`src/rtl/im_loader.sv`:
```
// Instruction-memory loader: receives a byte stream, packs big-endian 32-bit
// words and writes them to IM while holding the core in reset.
module im_loader #(
  parameter int ADDR_W      = 11,
  parameter int TIMEOUT_CYC = 50000
) (
  input  logic              cpu_clk_50M,
  input  logic              cpu_rst_n,
  input  logic              start,
  input  logic [ADDR_W:0]   word_count,
  input  logic [7:0]        rx_data,
  input  logic              rx_valid,
  output logic              rx_ready,
  output logic [ADDR_W-1:0] imaddr_d4,
  output logic [31:0]       imdin,
  output logic              imwe,
  output logic              imce,
  output logic              busy,
  output logic              done,
  output logic              err,
  output logic              cpu_hold
);

  localparam int TMO_W = (TIMEOUT_CYC > 1) ? $clog2(TIMEOUT_CYC) : 1;
  localparam logic [ADDR_W:0]  DEPTH    = {1'b1, {ADDR_W{1'b0}}};
  localparam logic [TMO_W-1:0] TMO_LAST = TMO_W'(TIMEOUT_CYC - 1);

  typedef enum logic [2:0] {IDLE, RECV, WRITE, DONE, ERR} state_t;

  state_t            state, state_nxt;
  logic [ADDR_W-1:0] word_idx, word_last;
  logic [1:0]        byte_cnt;
  logic [TMO_W-1:0]  tmo_cnt;
  logic [23:0]       asm_q;
  logic [ADDR_W:0]   n_clamp;
  logic              xfer;

  always_comb begin
    n_clamp   = (word_count > DEPTH) ? DEPTH : word_count;
    rx_ready  = (state == RECV);
    imwe      = (state == WRITE);
    imce      = (state == WRITE);
    busy      = (state != IDLE);
    done      = (state == DONE);
    err       = (state == ERR);
    xfer      = rx_valid && (state == RECV);
  end

  always_ff @(posedge cpu_clk_50M or negedge cpu_rst_n) begin
    if (!cpu_rst_n) state <= IDLE;
    else            state <= state_nxt;
  end

  always_comb begin
    state_nxt = state;
    case (state)
      IDLE:  if (start) state_nxt = (n_clamp == '0) ? DONE : RECV;
      RECV: begin
        if (xfer) begin
          if (byte_cnt == 2'd3) state_nxt = WRITE;
        end else if (tmo_cnt == TMO_LAST) begin
          state_nxt = ERR;
        end
      end
      WRITE: state_nxt = (word_idx == word_last) ? DONE : RECV;
      DONE:  state_nxt = IDLE;
      ERR:   state_nxt = IDLE;
      default: state_nxt = IDLE;
    endcase
  end

  // The fourth byte loads imdin/imaddr_d4 directly so both hold steady
  // outside WRITE; earlier bytes accumulate in asm_q.
  always_ff @(posedge cpu_clk_50M or negedge cpu_rst_n) begin
    if (!cpu_rst_n) begin
      word_idx  <= '0;
      word_last <= '0;
      byte_cnt  <= '0;
      tmo_cnt   <= '0;
      asm_q     <= '0;
      imaddr_d4 <= '0;
      imdin     <= '0;
      cpu_hold  <= 1'b1;
    end else begin
      case (state)
        IDLE: begin
          if (start) begin
            word_last <= n_clamp[ADDR_W-1:0] - ADDR_W'(1);
            word_idx  <= '0;
            byte_cnt  <= '0;
            tmo_cnt   <= '0;
            cpu_hold  <= 1'b1;
          end
        end
        RECV: begin
          if (xfer) begin
            tmo_cnt  <= '0;
            byte_cnt <= byte_cnt + 2'd1;
            asm_q    <= {asm_q[15:0], rx_data};
            if (byte_cnt == 2'd3) begin
              imdin     <= {asm_q, rx_data};
              imaddr_d4 <= word_idx;
            end
          end else begin
            tmo_cnt <= tmo_cnt + TMO_W'(1);
          end
        end
        WRITE: begin
          tmo_cnt <= '0;
          if (word_idx != word_last) word_idx <= word_idx + ADDR_W'(1);
        end
        DONE: cpu_hold <= 1'b0;
        ERR:  byte_cnt <= '0;
        default: ;
      endcase
    end
  end

endmodule

```
`config.mk`:
```
export PLATFORM = sky130hd
export DESIGN_NAME = im_loader
export DESIGN_NICKNAME = d
export VERILOG_FILES = /design/src/rtl/im_loader.sv
export SDC_FILE = /design/constraint.sdc
export NUM_CORES = 1
export LEC_CHECK = 0
export CAP_MARGIN = 25
export CORE_MARGIN = 8
export CORE_UTILIZATION = 55
export CTS_CLUSTER_DIAMETER = 50
export DETAILED_ROUTE_END_ITERATION = 7
export PLACE_DENSITY_LB_ADDON = 0.08
export SKIP_CTS_REPAIR_TIMING = 1
export SLEW_MARGIN = 20
export SYNTH_ARGS = -nofsm -noshare
export SYNTH_HDL_FRONTEND = slang
export SYNTH_SLANG_ARGS = --single-unit
```
`constraint.sdc`:
```
create_clock -name cpu_clk_50M -period 2.6 [get_ports cpu_clk_50M]
set_input_delay 0.26 -clock cpu_clk_50M [delete_from_list [all_inputs] [get_ports cpu_clk_50M]]
set_output_delay 0.26 -clock cpu_clk_50M [all_outputs]
set_load 0.01 [all_outputs]
```
==> impl_metrics.py <==
metrics = {
    "outcome": {
        "run_status": "finished clean",
    },
    "floorplanning": {
        "die_w_um": 111.9,
        "die_area_mm2": 0.01252,
        "floorplan.die.height_um": 111.9,
        "design.core.area_mm2": 0.009065,
        "starting_density_of_the_core": 0.5579,
        "io_pins": 74,
        "placement_rows": 35,
    },
    "final_layout": {
        "final.fill_count": 716,
        "multiInputGateArea_mm2": 0.002133,
        "layout-drive-gt1-share": 0.07052,
        "finalNetCount": 577,
        "final_util": 0.6698,
        "layout.area.seq_mm2": 0.002779,
        "insertedDiodeCount": 0,
        "area_growth_synth_to_finish_pct": 20.06,
    },
    "detailed_routing": {
        "detail_route.first_pass.iterations": 4,
        "remaining_drc_errors": 0,
        "viasPerCell": 5.623,
        "drt_iter0_markers": 216,
        "wire_per_inst_um": 16.53,
        "detail_route.wirelength_um": 10980,
        "detailroute.via_count": 3734,
        "postRouteAntennaNets": 0,
    },
    "clock_network": {
        "clock_path_buffers": 2,
        "cts_buffers": 9,
        "tritoncts": "built",
        "cts_root_buf": "sky130_fd_sc_hd__clkbuf_8",
        "post_cts_clock_slew_at_the_launch_and_capture_registers_of_the_worst_setup_and_hold_paths_ns": 0.11,
        "h-tree-depth": 3,
        "clock_insertion_delay_worst_skew_ns": 0.37,
        "clock_sinks": 111,
    },
    "worst_setup_path": {
        "timing.rr.start": "state[0]",
        "crit_path_max_fanout": 12,
        "register_to_register_setup_slack_ns": 0.56,
        "worst_ep_required_time_ns": 2.34,
        "r2r-end": "imaddr_d4[8]",
        "critical_path_arrival_ns": 1.91,
        "worst_r2r_path_cells": 4,
        "critical_path.startpoint_type": "flip-flop",
        "critPathKind": "reg -> out",
        "endpoint_kind": "primary output",
    },
    "logic_synthesis": {
        "asyncSetResetFlopFracSynth": 1.000,
        "synthTopCellsByArea": "sky130_fd_sc_hd__dfrtp_1, sky130_fd_sc_hd__mux2_1, sky130_fd_sc_hd__nand2_1, sky130_fd_sc_hd__xor2_1, sky130_fd_sc_hd__o31ai_1",
        "synth_top_family_by_area": "simple AND/OR/NAND/NOR gates",
        "synth_top_cell_by_area": "sky130_fd_sc_hd__dfrtp_1",
        "edff_count_synth": 0,
        "synth_top_cell_area_share": 0.5443,
        "synth_nets": 507,
        "synth-simple-area-share": 0.1957,
        "post-synth-top-count-cell": "sky130_fd_sc_hd__dfrtp_1",
        "yosys.area_share.xor_xnor": 0.03810,
        "synth.distinct_cells": 50,
        "avgSynthCellArea_um2": 10.58,
        "post_synth_most_frequent_cells": "sky130_fd_sc_hd__dfrtp_1, sky130_fd_sc_hd__nand2_1, sky130_fd_sc_hd__mux2_1",
        "post_synth_mux_area_share": 0.09550,
        "synth.cell_area_mm2": 0.005057,
        "count_of_warnings_emitted_by_yosys": 0,
        "synth-compound-area-share": 0.08016,
        "ys_ff_latch": 111,
        "synth.yosys.seq_area_share": 0.5495,
        "synth-adder-area-share": 0.01237,
        "most_frequently_used_flop_master_after_synthesis": "sky130_fd_sc_hd__dfrtp_1",
        "synthCells": 478,
    },
    "global_routing": {
        "maximum_number_of_pins_on_one_net_before_global_route_repair": 60,
        "grtUsageTotal": 0.1804,
        "antenna_violations_before_repair": 0,
        "grt_overflow_total": 0,
        "grt_pass1_wl_um": 18400,
        "first_global_vias": 3719,
    },
    "timing": {
        "rsz_0062_raised_after_global_routing": "no",
        "timing_worst_slew_pin_value_ns": 0.7189,
        "final-hold-violation-count": 0,
        "drv_slew": 0,
        "fmax_ghz": 0.4599,
        "finalSetupViolCount": 0,
        "period_needed_ns": 2.174,
        "maxSlewHeadroom": 0.5175,
        "clock-skew-final_ns": 0.01216,
        "final.period_utilization": 0.8362,
        "layout_setup_ws_ns": 0.4258,
        "setup_tns_ns": 0,
    },
    "power_and_ir_drop": {
        "leakage_nw": 2.844,
        "power.density_mw_per_mm2": 911.0,
        "max_vdd_drop_mv": 0.6031,
    },
    "placement": {
        "hpwl_um": 7993,
        "port_buffers": 73,
        "global_placer_s_final_weighted_congestion": 0.8848,
        "worst_setup_slack_before_clock_tree_synthesis_ns": 0.2220,
    },
    "flow_run": {
        "cap_viol_max_count": 0,
    },
    "worst_hold_path": {
        "worstHoldPathType": "in -> async",
    },
}
-- critical path: stages (launching register included) --
cell and delay (ns):
sky130_fd_sc_hd__dfrtp_1 0.60, sky130_fd_sc_hd__nor3b_2 0.35, sky130_fd_sc_hd__clkdlybuf4s50_1 0.61
-- power by group --
part           switching (mW)  internal [mW]  total, mW
registers               0.375           2.24       2.61
clock network           0.620          0.369      0.989
logic                   0.983          0.948       1.93
-- stage by stage --
step                      cell area (µm²)  hold slack (ns)  cells  power (mW)
after global placement               5874           0.2405    647       4.518
after floorplan                      5057         -0.03559    478       3.672
after global routing                 6072           0.4382    664       5.910
after detailed placement             5874           0.2437    647       4.609
final                                6072           0.3853    664       5.532
after CTS                            6062          -0.1732    663       5.596
-- cell families after synthesis --
logic type,after synthesis
AND/OR/NAND/NOR,203
flip-flops,111
AO/OA/AOI/OAI,65
multiplexers,43
buffers and inverters,29
XOR/XNOR,22
adder cells (fa/ha/maj),5
-- final cells by class --
cell class | instances | area share
inverters | 6 | 0.003709
multi-input cells | 338 | 0.3513
clock inverters | 7 | 0.01051
well taps | 111 | 0.02287
repair buffers | 82 | 0.1335
clock buffers | 9 | 0.02040
flip-flops and latches | 111 | 0.4577
-- per-layer routing --
layer	vias up	global-route usage	wire (µm)
li1	1806	-	-
met5	-	0	0
met4	0	0.05469	141
met1	1824	0.2259	5063
met3	10	0.05141	526
met2	94	0.2960	5244
-- flip-flops by register name, indices dropped and copies added, names as in the netlist --
| name | flops |
|---|---|
| tmo_cnt | 16 |
| byte_cnt | 2 |
| word_idx | 11 |
| imaddr_d4 | 11 |
| asm_q | 24 |
| state | 3 |
| imdin | 32 |
| word_last | 11 |
| cpu_hold | 1 |
-- layout by cell type, fill, tap and decap left out, types with 3 or more instances in the layout --
| cell | count |
|---|---|
| sky130_fd_sc_hd__nand4_1 | 5 |
| sky130_fd_sc_hd__o21ai_0 | 15 |
| sky130_fd_sc_hd__or4_1 | 5 |
| sky130_fd_sc_hd__mux2_2 | 4 |
| sky130_fd_sc_hd__xnor2_1 | 6 |
| sky130_fd_sc_hd__nor4_1 | 9 |
| sky130_fd_sc_hd__clkbuf_8 | 9 |
| sky130_fd_sc_hd__mux2_1 | 38 |
| sky130_fd_sc_hd__a21o_1 | 4 |
| sky130_fd_sc_hd__and3_1 | 8 |
| sky130_fd_sc_hd__inv_1 | 6 |
| sky130_fd_sc_hd__dfrtp_1 | 110 |
| sky130_fd_sc_hd__buf_4 | 8 |
| sky130_fd_sc_hd__clkdlybuf4s50_1 | 72 |
| sky130_fd_sc_hd__or3_1 | 6 |
| sky130_fd_sc_hd__and2_1 | 4 |
| sky130_fd_sc_hd__o21a_1 | 3 |
| sky130_fd_sc_hd__nor3_1 | 8 |
| sky130_fd_sc_hd__o21ai_1 | 6 |
| sky130_fd_sc_hd__nand2_1 | 107 |
| sky130_fd_sc_hd__nand3_1 | 13 |
| sky130_fd_sc_hd__ha_1 | 5 |
| sky130_fd_sc_hd__o31ai_1 | 12 |
| sky130_fd_sc_hd__a31oi_1 | 3 |
| sky130_fd_sc_hd__nor2_1 | 22 |
| sky130_fd_sc_hd__a21oi_1 | 13 |
| sky130_fd_sc_hd__xor2_1 | 16 |
-- worst max path at each step --
stage | depth (start not counted) | start | slack (ns) | end
floorplan | 7 | state[1] | 0.79 | imdin[10]
global placement | 8 | word_count[11] | 0.31 | word_last[10]
detailed placement | 8 | word_count[11] | 0.22 | word_last[10]
CTS | 2 | state[1] | 0.39 | imce
global route | 2 | state[1] | 0.30 | imce
finish | 2 | state[1] | 0.43 | imce
No activity file was read; power rests on OpenSTA's default activity.
